[config.mk]
export PLATFORM = sky130hd
export DESIGN_NAME = bbc_keyboard_matrix
export DESIGN_NICKNAME = d
export VERILOG_FILES = /design/src/rtl/bbc_keyboard_matrix.sv
export SDC_FILE = /design/constraint.sdc
export NUM_CORES = 1
export LEC_CHECK = 0
export CORE_ASPECT_RATIO = 0.75
export CORE_UTILIZATION = 35
export DETAILED_ROUTE_END_ITERATION = 12
export DONT_BUFFER_PORTS = 1
export MAX_ROUTING_LAYER = met4
export SKIP_LAST_GASP = 1
export SLEW_MARGIN = 30
export SYNTH_ARGS = -nofsm -noshare
export SYNTH_HDL_FRONTEND = slang
export SYNTH_SLANG_ARGS = --single-unit
export TNS_END_PERCENT = 5
[constraint.sdc]
create_clock -name clk -period 1.5 [get_ports clk]
set_input_delay 0.3 -clock clk [delete_from_list [all_inputs] [get_ports clk]]
set_output_delay 0.3 -clock clk [all_outputs]
set_load 0.005 [all_outputs]
[src/rtl/bbc_keyboard_matrix.sv]
// BBC micro keyboard matrix: column counter, row/column decode, PA7 key sense and CA2 column interrupt.
// Optional macro BBC_KEYBOARD_MATRIX_DIP_SWITCHES_EN maps dip_switches onto row 0 of columns 2-9.
module bbc_keyboard_matrix (
  input  logic        clk,
  input  logic        clk__enable,
  input  logic        reset_n,
  input  logic        keyboard__reset_pressed,
  input  logic [63:0] keyboard__keys_down_cols_0_to_7,
  input  logic [15:0] keyboard__keys_down_cols_8_to_9,
  input  logic        keyboard_enable_n,
  input  logic [3:0]  column_select,
  input  logic [2:0]  row_select,
`ifdef BBC_KEYBOARD_MATRIX_DIP_SWITCHES_EN
  input  logic [7:0]  dip_switches,
`endif
  output logic        key_pressed,
  output logic        key_in_column_pressed,
  output logic [3:0]  column_counter,
  output logic        break_pressed
);

  logic [79:0] keys_p0;
  logic        col_hit_p0;
  logic        sel_hit_p0;
  logic [3:0]  column_counter_p1;
  logic        key_pressed_p1;
  logic        key_in_column_p1;
  logic        break_p1;

  // Columns 10-15 have no keys fitted and always read as released.
  function automatic logic key_at(input logic [79:0] keys, input logic [3:0] c, input logic [2:0] r);
    logic [6:0] idx;
    idx = {c, r};
    if (c < 4'd10) key_at = keys[idx];
    else           key_at = 1'b0;
  endfunction

  // Stage p0: effective key map and decode
  always_comb begin
    keys_p0 = {keyboard__keys_down_cols_8_to_9, keyboard__keys_down_cols_0_to_7};
`ifdef BBC_KEYBOARD_MATRIX_DIP_SWITCHES_EN
    for (int c = 2; c < 10; c++) begin
      keys_p0[c*8] = dip_switches[c-2];
    end
`endif
    col_hit_p0 = 1'b0;
    for (int r = 1; r < 8; r++) begin
      col_hit_p0 = col_hit_p0 | key_at(keys_p0, column_counter_p1, 3'(r));
    end
    sel_hit_p0 = key_at(keys_p0, column_select, row_select);
  end

  // Stage p1: registered outputs, advanced only on enabled cycles
  always_ff @(posedge clk or negedge reset_n) begin
    if (!reset_n) begin
      column_counter_p1 <= 4'd0;
      key_pressed_p1    <= 1'b0;
      key_in_column_p1  <= 1'b0;
      break_p1          <= 1'b0;
    end else if (clk__enable) begin
      column_counter_p1 <= keyboard_enable_n ? column_counter_p1 + 4'd1 : column_select;
      key_pressed_p1    <= ~keyboard_enable_n & sel_hit_p0;
      key_in_column_p1  <= col_hit_p0;
      break_p1          <= keyboard__reset_pressed;
    end
  end

  assign column_counter        = column_counter_p1;
  assign key_pressed           = key_pressed_p1;
  assign key_in_column_pressed = key_in_column_p1;
  assign break_pressed         = break_p1;

endmodule

==> results of run 1 <==
routing by layer:
| metal | global-route usage (%) | vias to the layer above |
|---|---|---|
| li1 | - | 548 |
| met1 | 26.3 | 570 |
| met2 | 31.0 | 83 |
| met3 | 2.74 | 4 |
| met4 | 6.16 | 0 |
| met5 | - | - |
timing repair:
item | CTS | global route
resized for setup | 5 | 5
endpoints found under the hold margin | 7 | 0
setup endpoints to repair | 1 | 1
pin swaps | 6 | 3
cloned | 1 | 0
hold buffers | 1 | 0
power groups by stage:
stage               Sequential, mW  Clock, mW  Combinational, mW
floorplan                    0.262          0              0.303
global placement             0.283          0              0.291
detailed placement           0.285          0              0.299
CTS                          0.288      0.279              0.318
global route                 0.295      0.291              0.350
finish                       0.289      0.277              0.323
flip-flops by register name (all words and copies together), names as in the netlist:
name	count
break_pressed	1
column_counter	4
key_pressed	1
key_in_column_pressed	1
kinds of logic (layout without fill, tap and decap cells):
logic type               count (synthesis)  count (layout)  share of synthesized area (%)
AND/OR/NAND/NOR                         57              57                           23.9
AO/OA/AOI/OAI                           24              24                           13.5
adder cells (fa/ha/maj)                  1               1                          0.939
multiplexers                            29              29                           41.8
flip-flops                               7               7                           13.1
buffers and inverters                   12               9                           6.76
cell usage after synthesis (2+ instances only):
cell / count
mux4_1: 7
a31oi_1: 2
nand2_1: 11
buf_4: 2
nand2b_1: 2
o21ai_0: 3
mux4_2: 12
o211ai_1: 3
mux2i_1: 8
nand3_1: 7
a21oi_1: 5
nor3_1: 2
o22ai_1: 2
mux2_2: 2
nor4_1: 16
nor2b_1: 2
nor4b_1: 3
buf_2: 4
nor2_1: 8
a211oi_2: 2
dfrtp_1: 7
nand4_1: 2
buf_6: 3
cell type report:
type | instances | area (um2)
fill | 369 | 2220
multi-input combinational | 111 | 1120
sequential | 7 | 176
tap | 52 | 65.1
clock buffer | 4 | 45.0
timing repair buffer | 4 | 33.8
inverter | 1 | 3.75
worst reg2reg max path, stage by stage, from the launching register on:
cell	delay, ns
dfrtp_2	0.46
nor4_2	0.32
a211oi_2	0.12
a311oi_2	0.27
a311o_1	0.17
a31oi_1	0.08
metrics by stage:
step                      instance area (um2)  instances
after floorplan                          1350        130
after global placement                   1330        173
after detailed placement                 1330        173
after CTS                                1410        179
after global routing                     1440        179
final                                    1440        179
cells in the final DEF, fill, tap and decap left out, drive strengths merged:
cell         synthesis  final
a211oi               3      3
a21oi                6      6
a2bb2oi              1      1
a311o                1      1
a311oi               2      2
a31oi                2      2
and3                 1      1
and4b                1      1
buf                  9      3
clkbuf               2      4
dfrtp                7      7
dlygate4sd3          0      1
ha                   1      1
inv                  1      1
mux2                 2      2
mux2i                8      8
mux4                19     19
nand2               11     11
nand2b               2      2
nand3                7      7
nand4                2      2
nor2                 8      8
nor2b                3      3
nor3                 2      2
nor4                16     16
nor4b                3      3
o2111ai              1      1
o211ai               3      3
o21ai                3      3
o22ai                2      2
or4                  1      1
path summary, 6_finish.rpt:
check | startpoint | endpoint | slack [ns] | cells after the start
setup / recovery | column_counter[1] | key_in_column_pressed | -0.04 | 5
hold / removal | clk__enable | column_counter[1] | 0.14 | 1
setup reg to reg | column_counter[1] | key_in_column_pressed | -0.04 | 5
hold reg to reg | break_pressed | break_pressed | 0.58 | 1
max in group asynchronous | reset_n | column_counter[1] | 0.84 | 1
min in group asynchronous | reset_n | column_counter[0] | 0.40 | 1
==> reports/qor.csv, run 1 <==
stage,metric,value,unit
status,outcome,finished with violations,
status,violations in the final reports,setup timing,
floorplanning,core region area,0.00366,mm2
timing,Fmax achieved,649,MHz
layout,Layout Nets,221,
logic_synthesis,share of synthesized registers carrying an async set or reset,100,%
drt,total wirelength of the detailed-routed design,4060,um
placed_design,number of buffers inserted by port buffering,0,
cts,number of levels the H-tree was split into,1,
cts,CTS tree,done,
layout,fraction of final layout cells sized beyond drive strength 1,26.0,%
flow_run,number of max-cap violations,0,
cts,Sinks on Clock Net,7,
logic_synthesis,number of warnings issued by yosys,0,
placed_design,worst slack after detailed placement,-0.0698,ns
critical_path,data required time at the worst endpoint,1.61,ns
logic_synthesis,prevailing post-synth register cell,dfrtp_1,
global_route,via count of the first global-routing pass,1179,
placed_design,total half-perimeter wirelength after legalization and detailed placement,3190,um
critical_path,CP max-delay cell,dfrtp_2,
timing,measured slew at the worst slew-check pin,0.379,ns
cts,number of buffers inserted during clock tree synthesis,3,
logic_synthesis,mean post-synth cell area,10.3,um2
critical_path,element type at the critical path start,flip-flop,
floorplanning,height of the chip,55.4,um
drt,detailed-route via count,1205,
drt,remaining antenna violation count,0,
critical_path,buffers and inverters on the worst path,0,
critical_path,signal arrival time at the worst endpoint,1.65,ns
critical_path,cell chain of the critical path,"nor4_2, a211oi_2, a311oi_2, a311o_1, a31oi_1",
critical_path,Slowest Stage Delay on Critical Path,0.46,ns
critical_path,maximum net fanout on the critical path,6,
logic_synthesis,proportion of netlist area held by the largest area contributor,20.3,%
drt,uppermost layer routed,met4,
logic_synthesis,Synth area leader,mux4_2,
timing,final setup violating endpoints,1,
layout,antenna diode count,0,
global_route,combined global-route utilization of all metal layers,19.7,%
drt,met3 WL post-DR,436,um
power,Max VDD drop,0.000294,V
timing,max-slew violations,0,
power,Switching Power,274,uW
layout,relative area change from synthesis to final layout,8.26,%
logic_synthesis,post-synthesis instance total,130,
critical_path,"CP delay by family, top",compound AO/OA/AOI/OAI gates,
placed_design,final weighted congestion in routability-driven placement,0.843,
power,relative contribution of sequential cells to total power,32.5,%
timing,worst clock skew on the final layout,0.00332,ns
logic_synthesis,count of unique library cells instantiated by Yosys,38,
timing,post-route clock period utilization,103,%
floorplanning,die outline area,0.00406,mm2
logic_synthesis,total standard cell area after synthesis,0.00133,mm2
hold_path,class of the worst hold path,in -> reg,
logic_synthesis,proportion of synthesized chip area in sequential cells,13.1,%
critical_path,capturing element type of the critical path,flip-flop,
global_route,GR Overflow Total,0,
drt,Met1 Wirelength,1670,um
floorplanning,effective utilization at floorplan,36.4,%
layout,Post-Route Utilization,39.4,%
timing,Final Hold Viols,0,
drt,vias per inst,6.73,
drt,drt wl/cell,22.7,um
cts,post-CTS setup repair buffer count,0,
timing,RSZ-0062 raised after global routing,yes,
power,leakage component of the power,0.466,nW
cts,clock root buffer master,clkbuf_8,
global_route,pin count of the biggest net entering global routing,20,
floorplanning,count of boundary I/O pins,99,
timing,setup TNS,-0.0397,ns
logic_synthesis,Synth Register Bits,7,
logic_synthesis,number of nets in the synthesized netlist,223,
power,Total Power Consumption,890,uW
timing,post-layout min period,1.54,ns
global_route,antenna violations before repair,0,
timing,worst slew margin relative to its limit,74.5,%
drt,iteration count of the initial detailed-routing pass,4,
cts,clock transition time at the flip-flop clock pins of the worst setup and hold paths,0.04,ns
logic_synthesis,largest cells by area after synthesis,"mux4_2 (20%), mux4_1 (14%), dfrtp_1 (13%)",
floorplanning,Placement Rows,19,
drt,sum of met2 wire segment lengths after detailed routing,1930,um
power,combinational fraction of design power,36.4,%
drt,residual DRC count,0,
cts,clock latency at the later pin of the worst-skew pair,0.23,ns
power,internal power of the cells,615,uW
global_route,wire length of the first global-routing pass,5820,um
drt,initial DRC count,37,
timing,final hold slack,0.145,ns
critical_path,type of the worst setup path,reg -> reg,
cts,number of buffers between clock root and the deepest sink,2,
floorplanning,Die Wd,73.3,um
timing,setup slack after layout,-0.0397,ns
power,clock power share,31.2,%
power,power density cells,617,mW/mm2
logic_synthesis,number of synthesized flops with an enable pin,0,
power,switching portion of total power,30.9,%
Power figures use the tool's default switching activity.
==> run 2: changes to the inputs <==
==> constraint.sdc (replaced) <==
create_clock -name clk -period 1.94 [get_ports clk]
set_input_delay 0.388 -clock clk [delete_from_list [all_inputs] [get_ports clk]]
set_output_delay 0.388 -clock clk [all_outputs]
set_load 0.005 [all_outputs]
==> run 2 against run 1 <==
Net effect: the flow now finishes without violations; sequential cell count stayed put; via count is 3.3% higher; worst setup slack better by 0.34 ns; utilization is 1.9 points lower; clock power is 27% lower; sequential share of layout area is 0.52 points higher; hold slack better by 0.10 ns; combinational power is 28% lower; first-iteration DRC count grew to 2.8 times the previous value; power is 27% lower; sequential power is 24% lower; critical path depth stayed put; critical endpoint unchanged; highest routed layer unchanged.
==> reports/qor.csv, run 2 (synthesized netlist as in run 1, its figures left out) <==
stage,metric,value,unit
cts,CTS tree,done,
critical_path,buffers and inverters on the worst path,0,
timing,Fmax achieved,611,MHz
layout,Layout Nets,219,
floorplanning,effective utilization at floorplan,36.4,%
power,Max VDD drop,0.000225,V
flow_run,number of max-cap violations,0,
layout,"commonest cells after routing, fill and taps aside","nor4_1 (16), mux4_2 (12), nand2_1 (11), mux2i_1 (8), nor2_1 (8)",
layout,antenna diode count,0,
timing,post-route clock period utilization,84.4,%
layout,Post-Route Utilization,37.5,%
cts,clock transition time at the flip-flop clock pins of the worst setup and hold paths,0.04,ns
drt,residual DRC count,0,
critical_path,capturing element type of the critical path,flip-flop,
floorplanning,Placement Rows,19,
global_route,antenna violations before repair,0,
critical_path,element type at the critical path start,flip-flop,
critical_path,type of the worst setup path,reg -> reg,
power,power density cells,475,mW/mm2
global_route,wire length of the first global-routing pass,5610,um
power,clock power share,30.8,%
cts,clock latency at the later pin of the worst-skew pair,0.22,ns
power,relative contribution of sequential cells to total power,33.8,%
layout,"most common cell after layout, fill and taps aside",nor4_1,
global_route,GR Overflow Total,0,
power,switching portion of total power,29.7,%
hold_path,class of the worst hold path,in -> reg,
global_route,via count of the first global-routing pass,1193,
floorplanning,height of the chip,55.4,um
placed_design,final weighted congestion in routability-driven placement,0.830,
cts,Sinks on Clock Net,7,
drt,initial DRC count,102,
timing,measured slew at the worst slew-check pin,0.401,ns
critical_path,CP max-delay cell,dfrtp_1,
timing,setup TNS,0,ns
layout,number of flip-flops under the largest register name,4,
critical_path,"CP delay by family, top",compound AO/OA/AOI/OAI gates,
timing,post-layout min period,1.64,ns
timing,final setup violating endpoints,0,
drt,detailed-route via count,1245,
timing,Final Hold Viols,0,
timing,worst slew margin relative to its limit,73.1,%
drt,total wirelength of the detailed-routed design,3790,um
critical_path,Slowest Stage Delay on Critical Path,0.44,ns
floorplanning,core region area,0.00366,mm2
placed_design,worst slack after detailed placement,0.268,ns
power,combinational fraction of design power,35.4,%
timing,RSZ-0062 raised after global routing,no,
drt,vias per inst,7.03,
drt,drt wl/cell,21.4,um
layout,fraction of final layout cells sized beyond drive strength 1,18.4,%
cts,clock root buffer master,clkbuf_8,
timing,max-slew violations,0,
global_route,combined global-route utilization of all metal layers,18.4,%
power,Switching Power,194,uW
placed_design,total half-perimeter wirelength after legalization and detailed placement,3130,um
status,outcome,"finished, final reports clean",
critical_path,signal arrival time at the worst endpoint,1.74,ns
drt,iteration count of the initial detailed-routing pass,4,
placed_design,number of buffers inserted by port buffering,0,
power,internal power of the cells,459,uW
cts,number of levels the H-tree was split into,1,
floorplanning,Die Wd,73.3,um
floorplanning,die outline area,0.00406,mm2
critical_path,cell chain of the critical path,"nor4_1, a211oi_1, a311oi_1, a311o_1, a31oi_1",
layout,relative area change from synthesis to final layout,3.10,%
timing,worst clock skew on the final layout,0.00248,ns
cts,number of buffers between clock root and the deepest sink,2,
timing,setup slack after layout,0.302,ns
floorplanning,count of boundary I/O pins,99,
drt,remaining antenna violation count,0,
critical_path,data required time at the worst endpoint,2.04,ns
global_route,pin count of the biggest net entering global routing,20,
power,leakage component of the power,0.446,nW
cts,number of buffers inserted during clock tree synthesis,3,
critical_path,maximum net fanout on the critical path,5,
[run 2: cell types whose count changed in the layout (fill, tap and decap cells not counted), sizes merged]
cell	previous run	this run
buf	3	1
[run 2: path summary, 6_finish.rpt]
path / slack (ns) / end / startpoint / cells after the start
setup / recovery: 0.30 / key_in_column_pressed / column_counter[1] / 5
hold / removal: 0.24 / column_counter[0] / clk__enable / 1
setup reg to reg: 0.30 / key_in_column_pressed / column_counter[1] / 5
hold reg to reg: 0.57 / break_pressed / break_pressed / 1
max in group asynchronous: 1.22 / key_pressed / reset_n / 1
min in group asynchronous: 0.49 / column_counter[2] / reset_n / 1
[run 2: cell type report]
class | count | area [um2]
fillers | 388 | 2290
multi-input cells | 111 | 1070
flip-flops and latches | 7 | 175
well taps | 52 | 65.1
clock buffers | 4 | 45.0
repair buffers | 2 | 17.5
inverters | 1 | 3.75
[run 2: power groups by stage]
stage | registers (mW) | logic [mW] | clock network [mW]
finish | 0.221 | 0.231 | 0.201
global route | 0.226 | 0.253 | 0.212
CTS | 0.222 | 0.233 | 0.204
detailed placement | 0.223 | 0.227 | 0
global placement | 0.223 | 0.221 | 0
floorplan | 0.203 | 0.230 | 0
[run 2: timing repair]
action	CTS	global route
resized for setup	0	0
hold endpoints to repair	7	0
setup buffers	0	0
hold buffers	1	0
[run 2: stage by stage]
stage / power (mW) / instances / hold slack [ns] / area (um2)
after floorplan: 0.433 / 130 / 0.0924 / 1330
after global placement: 0.444 / 172 / 0.0926 / 1320
after detailed placement: 0.451 / 172 / 0.0925 / 1320
after CTS: 0.659 / 177 / 0.242 / 1370
after global routing: 0.690 / 177 / 0.243 / 1370
final: 0.652 / 177 / 0.245 / 1370
[run 2: routing by layer]
layer / vias to the layer above / wire [um] / global-route usage (%)
li1: 544 / - / -
met1: 610 / 1640 / 26.3
met2: 89 / 1720 / 27.9
met3: 2 / 407 / 3.47
met4: 0 / 13 / 2.24
met5: - / 0 / -
[run 2: worst register-to-register path, cell delays in order (launching register included)]
cell and delay, ns:
dfrtp_1 0.44, nor4_1 0.30, a211oi_1 0.11, a311oi_1 0.41, a311o_1 0.18, a31oi_1 0.08
==> RTL edit 1: new RTL, settings of run 1 <==
Make the reset (`reset_n`) synchronous in one clocked block.
--- a/src/rtl/bbc_keyboard_matrix.sv
+++ b/src/rtl/bbc_keyboard_matrix.sv
@@ -51,7 +51,7 @@
   end
 
   // Stage p1: registered outputs, advanced only on enabled cycles
-  always_ff @(posedge clk or negedge reset_n) begin
+  always_ff @(posedge clk) begin
     if (!reset_n) begin
       column_counter_p1 <= 4'd0;
       key_pressed_p1    <= 1'b0;
Function: differs if reset_n is asserted again (counterexample within 4 cycles, from zero or initial values and one cycle with reset_n low); with reset_n held inactive, the same outputs for 10 cycles.
==> RTL edit 1 against run 1 <==
- clock skew shrank 0.0025 ns
- worst setup slack better by 0.048 ns
- wire length up 6.7%
- area after synthesis shrank 1.9%
- core utilization rose by 1.4 points
- count of clock-buffer cells in the layout stayed put
- sequential cell count stayed put
- cell area shrank 3.1%
- total power is 19% lower
- highest routed layer unchanged
==> RTL edit 1: results (changes against run 1) <==
Final layout
  • Multi-input gate area: 0.00111 sq mm (-0.34%)
  • Inverter count: 3 (+2)
  • Nets: 231 (+4.5%)
  • Non-clk buf share: 1.61% (-0.73 points)
  • Register Area: 141 sq um (-20%)
  • Sequential cell area share: 10.1% (-2.1 points)
  • Layout cells sized above 1: 20.4% (-5.5 points)

Power and ir drop
  • Leak Pwr: 0.469 nW (+0.53%)
  • Sw Share: 24.9% (-6.0 points)
  • VDD IR max: 0.259 mV (-12%)
  • Total power: 0.724 mW (-19%)
  • Share of power burned in combinational logic: 32.0% (-4.4 points)
  • Power of the clock network: 0.264 mW (-5%)

Routing
  • Metal3 WL: 502 um (+15%)
  • Routed WL: 4.33 mm (+6.7%)
  • Via count: 1319 (+9.5%)
  • Met2 Routed Length: 2.12 mm (+10%)
  • Detailed-route vias per instance: 7.05 (+4.8%)
  • M1 wire length: 1.65 mm (-1.4%)

Yosys
  • Synth cell count leaders: 15 x nand2_1, 15 x nor4_1, 12 x mux2i_1, 12 x mux4_2
  • Commonest register cell after synthesis: dfxtp_1
  • Top cells by area, synth: mux4_2 21%, dfxtp_1 11%, mux4_1 10%
  • Synth cell types: 40 (+5.3%)
  • Mux contribution to synthesized area: 41.6% (-0.16 points)
  • Async set or reset register ratio after synthesis: 0% (-100 points)
  • Syn Inst Count: 141 (+8.5%)
  • Adder-cell share of the synthesized area: 0.957% (+0.018 points)

Placed design
  • Placed Instances: 183 (+5.8%)
  • Placer Congestion: 0.828 (-1.8%)
  • DPL Wire Length: 3.55 mm (+11%)
  • Dpl ws: -0.105 ns (-0.0356 ns)
  • Placed Area: 0.00133 sq mm (+0.57%)

Global routing
  • Met3 Use GR: 4.35% (+1.6 points)
  • Grt met1 use: 25.3% (-0.94 points)
  • GRT Overall Usage: 21.8% (+2.1 points)

Outcome
  • Status: complete, no violations

Critical path
  • Worst path arrival time: 1.60 ns (-0.05 ns)
  • CP max FO: 9 (+3)

Timing
  • Worst Skew: 0.000849 ns (-0.00247 ns)

Floorplanning
  • Tap Count: 50 (-3.8%)
-- RTL edit 1: cell types whose count changed after synthesis, sizes merged, moves of 3 or more --
cell and change:
a22oi +4, buf -3, clkbuf +3, dfrtp -7, dfxtp +7, mux2i +4
nand2 +4, nand3 -4
-- RTL edit 1: what timing repair did --
action / 4_1_cts / 5_1_grt
setup endpoints to repair: 1 / 1
pin swaps: 0 / 0
gates resized for setup: 1 / 3
-- RTL edit 1: final timing paths --
path / to / startpoint / depth (start not counted) / slack [ns]
worst min-delay path: key_pressed / reset_n / 2 / 0.20
worst min register to register: break_pressed / break_pressed / 2 / 0.54
worst max register to register: key_in_column_pressed / column_counter[1] / 5 / 0.009
worst max-delay path: key_in_column_pressed / column_counter[1] / 5 / 0.009
-- RTL edit 1: critical path, stage by stage, from the launching register on --
cell and delay, ns:
dfxtp_2 0.37, nor4_1 0.41, a211oi_2 0.13, a31oi_1 0.24, a211o_1 0.17, a21oi_1 0.05
==> RTL edit 2: new RTL, flow settings as in run 1 <==
Without the edit above. Add an input register stage for `keyboard__keys_down_cols_0_to_7`, `keyboard__keys_down_cols_8_to_9`, `keyboard_enable_n`, `column_select` and `row_select`, without a reset; this delays them by one clock.
--- a/src/rtl/bbc_keyboard_matrix.sv
+++ b/src/rtl/bbc_keyboard_matrix.sv
@@ -19,6 +19,20 @@
   output logic        break_pressed
 );
 
+  logic [63:0] keyboard__keys_down_cols_0_to_7_q;
+  logic [15:0] keyboard__keys_down_cols_8_to_9_q;
+  logic keyboard_enable_n_q;
+  logic [3:0] column_select_q;
+  logic [2:0] row_select_q;
+
+  always_ff @(posedge clk) begin
+    keyboard__keys_down_cols_0_to_7_q <= keyboard__keys_down_cols_0_to_7;
+    keyboard__keys_down_cols_8_to_9_q <= keyboard__keys_down_cols_8_to_9;
+    keyboard_enable_n_q               <= keyboard_enable_n;
+    column_select_q                   <= column_select;
+    row_select_q                      <= row_select;
+  end
+
   logic [79:0] keys_p0;
   logic        col_hit_p0;
   logic        sel_hit_p0;
@@ -37,7 +51,7 @@
 
   // Stage p0: effective key map and decode
   always_comb begin
-    keys_p0 = {keyboard__keys_down_cols_8_to_9, keyboard__keys_down_cols_0_to_7};
+    keys_p0 = {keyboard__keys_down_cols_8_to_9_q, keyboard__keys_down_cols_0_to_7_q};
 `ifdef BBC_KEYBOARD_MATRIX_DIP_SWITCHES_EN
     for (int c = 2; c < 10; c++) begin
       keys_p0[c*8] = dip_switches[c-2];
@@ -47,7 +61,7 @@
     for (int r = 1; r < 8; r++) begin
       col_hit_p0 = col_hit_p0 | key_at(keys_p0, column_counter_p1, 3'(r));
     end
-    sel_hit_p0 = key_at(keys_p0, column_select, row_select);
+    sel_hit_p0 = key_at(keys_p0, column_select_q, row_select_q);
   end
 
   // Stage p1: registered outputs, advanced only on enabled cycles
@@ -58,8 +72,8 @@
       key_in_column_p1  <= 1'b0;
       break_p1          <= 1'b0;
     end else if (clk__enable) begin
-      column_counter_p1 <= keyboard_enable_n ? column_counter_p1 + 4'd1 : column_select;
-      key_pressed_p1    <= ~keyboard_enable_n & sel_hit_p0;
+      column_counter_p1 <= keyboard_enable_n_q ? column_counter_p1 + 4'd1 : column_select_q;
+      key_pressed_p1    <= ~keyboard_enable_n_q & sel_hit_p0;
       key_in_column_p1  <= col_hit_p0;
       break_p1          <= keyboard__reset_pressed;
     end
Behaviour: not the same (Yosys sat finds a counterexample within 4 cycles, from zero or initial values and one cycle with reset_n low).
==> RTL edit 2 against run 1 <==
- the run still ends with negative setup slack left
- maximum frequency decreased by 12%
- highest routed layer unchanged
- area after synthesis up 130%
- worst setup slack worse by 0.20 ns
- largest power group is now sequential cells
- clock skew rose by 0.0042 ns
- total power grew to 6.4 times the old value
- cell area increased to 3.1 times the old value
- synthesized cell count is 64% higher
- count of clock-buffer cells in the layout increased by 8
- wire length rose by 81%
- combinational power up 85%
- sequential cell count is 88 higher
==> RTL edit 2: results (changes against run 1) <==
Placed design
  • Placed Area: 0.00330 sq mm (+150%)
  • Placed Instances: 333 (+92%)
  • IO buf count: 0 (unchanged)
  • Placer Congestion: 0.794 (-5.8%)
  • DPL Wire Length: 5.06 mm (+58%)

Power and ir drop
  • VDD IR max: 1.05 mV (+260%)
  • Pint: 4.37 mW (+610%)
  • Leak Pwr: 1.78 nW (+280%)

Routing
  • Detailed-route vias per instance: 4.87 (-28%)
  • Drt wl/cell: 16.8 um (-26%)
  • DR iter-0 viols: 88 (+140%)

Yosys
  • Async set or reset register ratio after synthesis: 7.37% (-93 points)
  • Synth Net Count: 306 (+37%)
  • Syn Area/Cell: 14.3 sq um (+39%)
  • Top cells by area, synth: dfxtp_1 58%, mux4_2 11%, dfrtp_1 5.8%
  • Synth cell types: 33 (-13%)
  • Seq/Total Area, Yosys: 63.8% (+51 points)
  • Synth cell count leaders: 88 x dfxtp_1, 17 x nor4_1, 15 x mux4_2, 9 x nand2_1
  • Commonest register cell after synthesis: dfxtp_1

Timing
  • Final setup violation count: 2 (+1)
  • Worst Skew: 0.00756 ns (+0.00424 ns)
  • Least-Margin Pin Slew: 0.376 ns (-0.00360 ns)
  • Fin worst setup slack: -0.245 ns (-0.205 ns)

Outcome
  • Failing checks: negative setup slack
  • Status: finished, violations left

Final layout
  • Biggest regs: keyboard__keys_down_cols_0_to_7_q (64), keyboard__keys_down_cols_8_to_9_q (16)
  • Fin cells: 438 (+140%)
  • Nets: 418 (+89%)
  • Layout cells sized above 1: 18.8% (-7.2 points)

Critical path
  • Worst path arrival time: 1.97 ns (+0.32 ns)
  • CP max FO: 9 (+3)

Global routing
  • GRT Overall Usage: 18.6% (-1.1 points)
  • Largest net degree at the start of global routing: 17 (-15%)
  • First-pass GRT wire length: 11.6 mm (+99%)

CTS
  • H-Tree Depth: 3 (+2)
  • Clk_lat worst skew: 0.34 ns (+0.11 ns)
  • Root Buffer: clkbuf_16
  • CTS Buf Count: 9 (+6)
  • Clock-pin transition on the worst setup and hold timing paths: 0.06 ns (+0.02 ns)
-- RTL edit 2: changes by cell type after synthesis, sizes merged, moves of 2 or more --
cell	change
mux2	+2
o211ai	-3
nand2	-2
mux2i	-3
dfxtp	+88
-- RTL edit 2: final cells by class --
type,instances,area [sq um]
fill,686,3940
sequential,95,1950
timing repair buffer,111,1090
multi-input combinational,106,1030
clock buffer,12,267
tap,108,135
clock inverter,4,35.0
inverter,2,7.51
-- RTL edit 2: cells by family after synthesis --
| group | share of synthesized area [%] |
|---|---|
| DFF | 63.8 |
| adders and majority gates | 0.412 |
| muxes | 18.6 |
| and+or+nand+nor | 9.89 |
| AOI/OAI and AO/OA | 4.70 |
| buffers and inverters | 2.68 |
-- RTL edit 2: critical path: stages, from the launching register on --
cell and delay [ns]:
dfxtp_4 0.38, buf_12 0.13, mux4_2 0.48, mux2_4 0.27, nand3_2 0.07, nand3_1 0.06, a31oi_1 0.15, a31oi_1 0.09
-- RTL edit 2: power by group through the flow --
stage,logic [mW],clock network [mW],registers (mW)
2_1_floorplan,0.287,0,2.82
3_3_place_gp,0.399,0,2.88
3_5_place_dp,0.405,0,2.88
4_1_cts,0.601,2.29,2.82
5_1_grt,0.652,2.41,2.85
6_report,0.598,2.23,2.82
-- RTL edit 2: path summary, 6_finish.rpt --
| kind | slack (ns) | to | depth (start not counted) | startpoint |
|---|---|---|---|---|
| max | -0.24 | key_pressed | 7 | row_select_q[0] |
| min | 0.04 | column_counter[1] | 1 | clk__enable |
| max reg2reg | -0.24 | key_pressed | 7 | row_select_q[0] |
| min reg2reg | 0.53 | break_pressed | 1 | break_pressed |
| max in group asynchronous | 0.93 | break_pressed | 1 | reset_n |
| min in group asynchronous | 0.31 | column_counter[1] | 1 | reset_n |
-- RTL edit 2: per-layer routing --
metal	part of all wire (%)	GRT usage, %
met2	45	28.4
met3	7.2	6.67
met5	0	-
met1	46	22.7
met4	1.3	6.93
-- RTL edit 2: metrics by stage --
step	utilization (%)	TNS, ns	total power [mW]	setup WS (ns)
after global placement	39.0	-0.460	3.28	-0.274
final	53.4	-0.461	5.66	-0.245
after floorplan	-	-0.156	3.11	-0.156
after global routing	53.4	-0.647	5.91	-0.328
after CTS	53.3	-0.476	5.71	-0.244
after detailed placement	39.0	-0.466	3.28	-0.299
-- RTL edit 2: repair_timing --
action	in CTS	in global routing
setup endpoints to repair	2	2
hold buffers	89	0
cloned	0	0
pin swaps	0	1
endpoints found under the hold margin	95	0
gates resized for setup	6	2
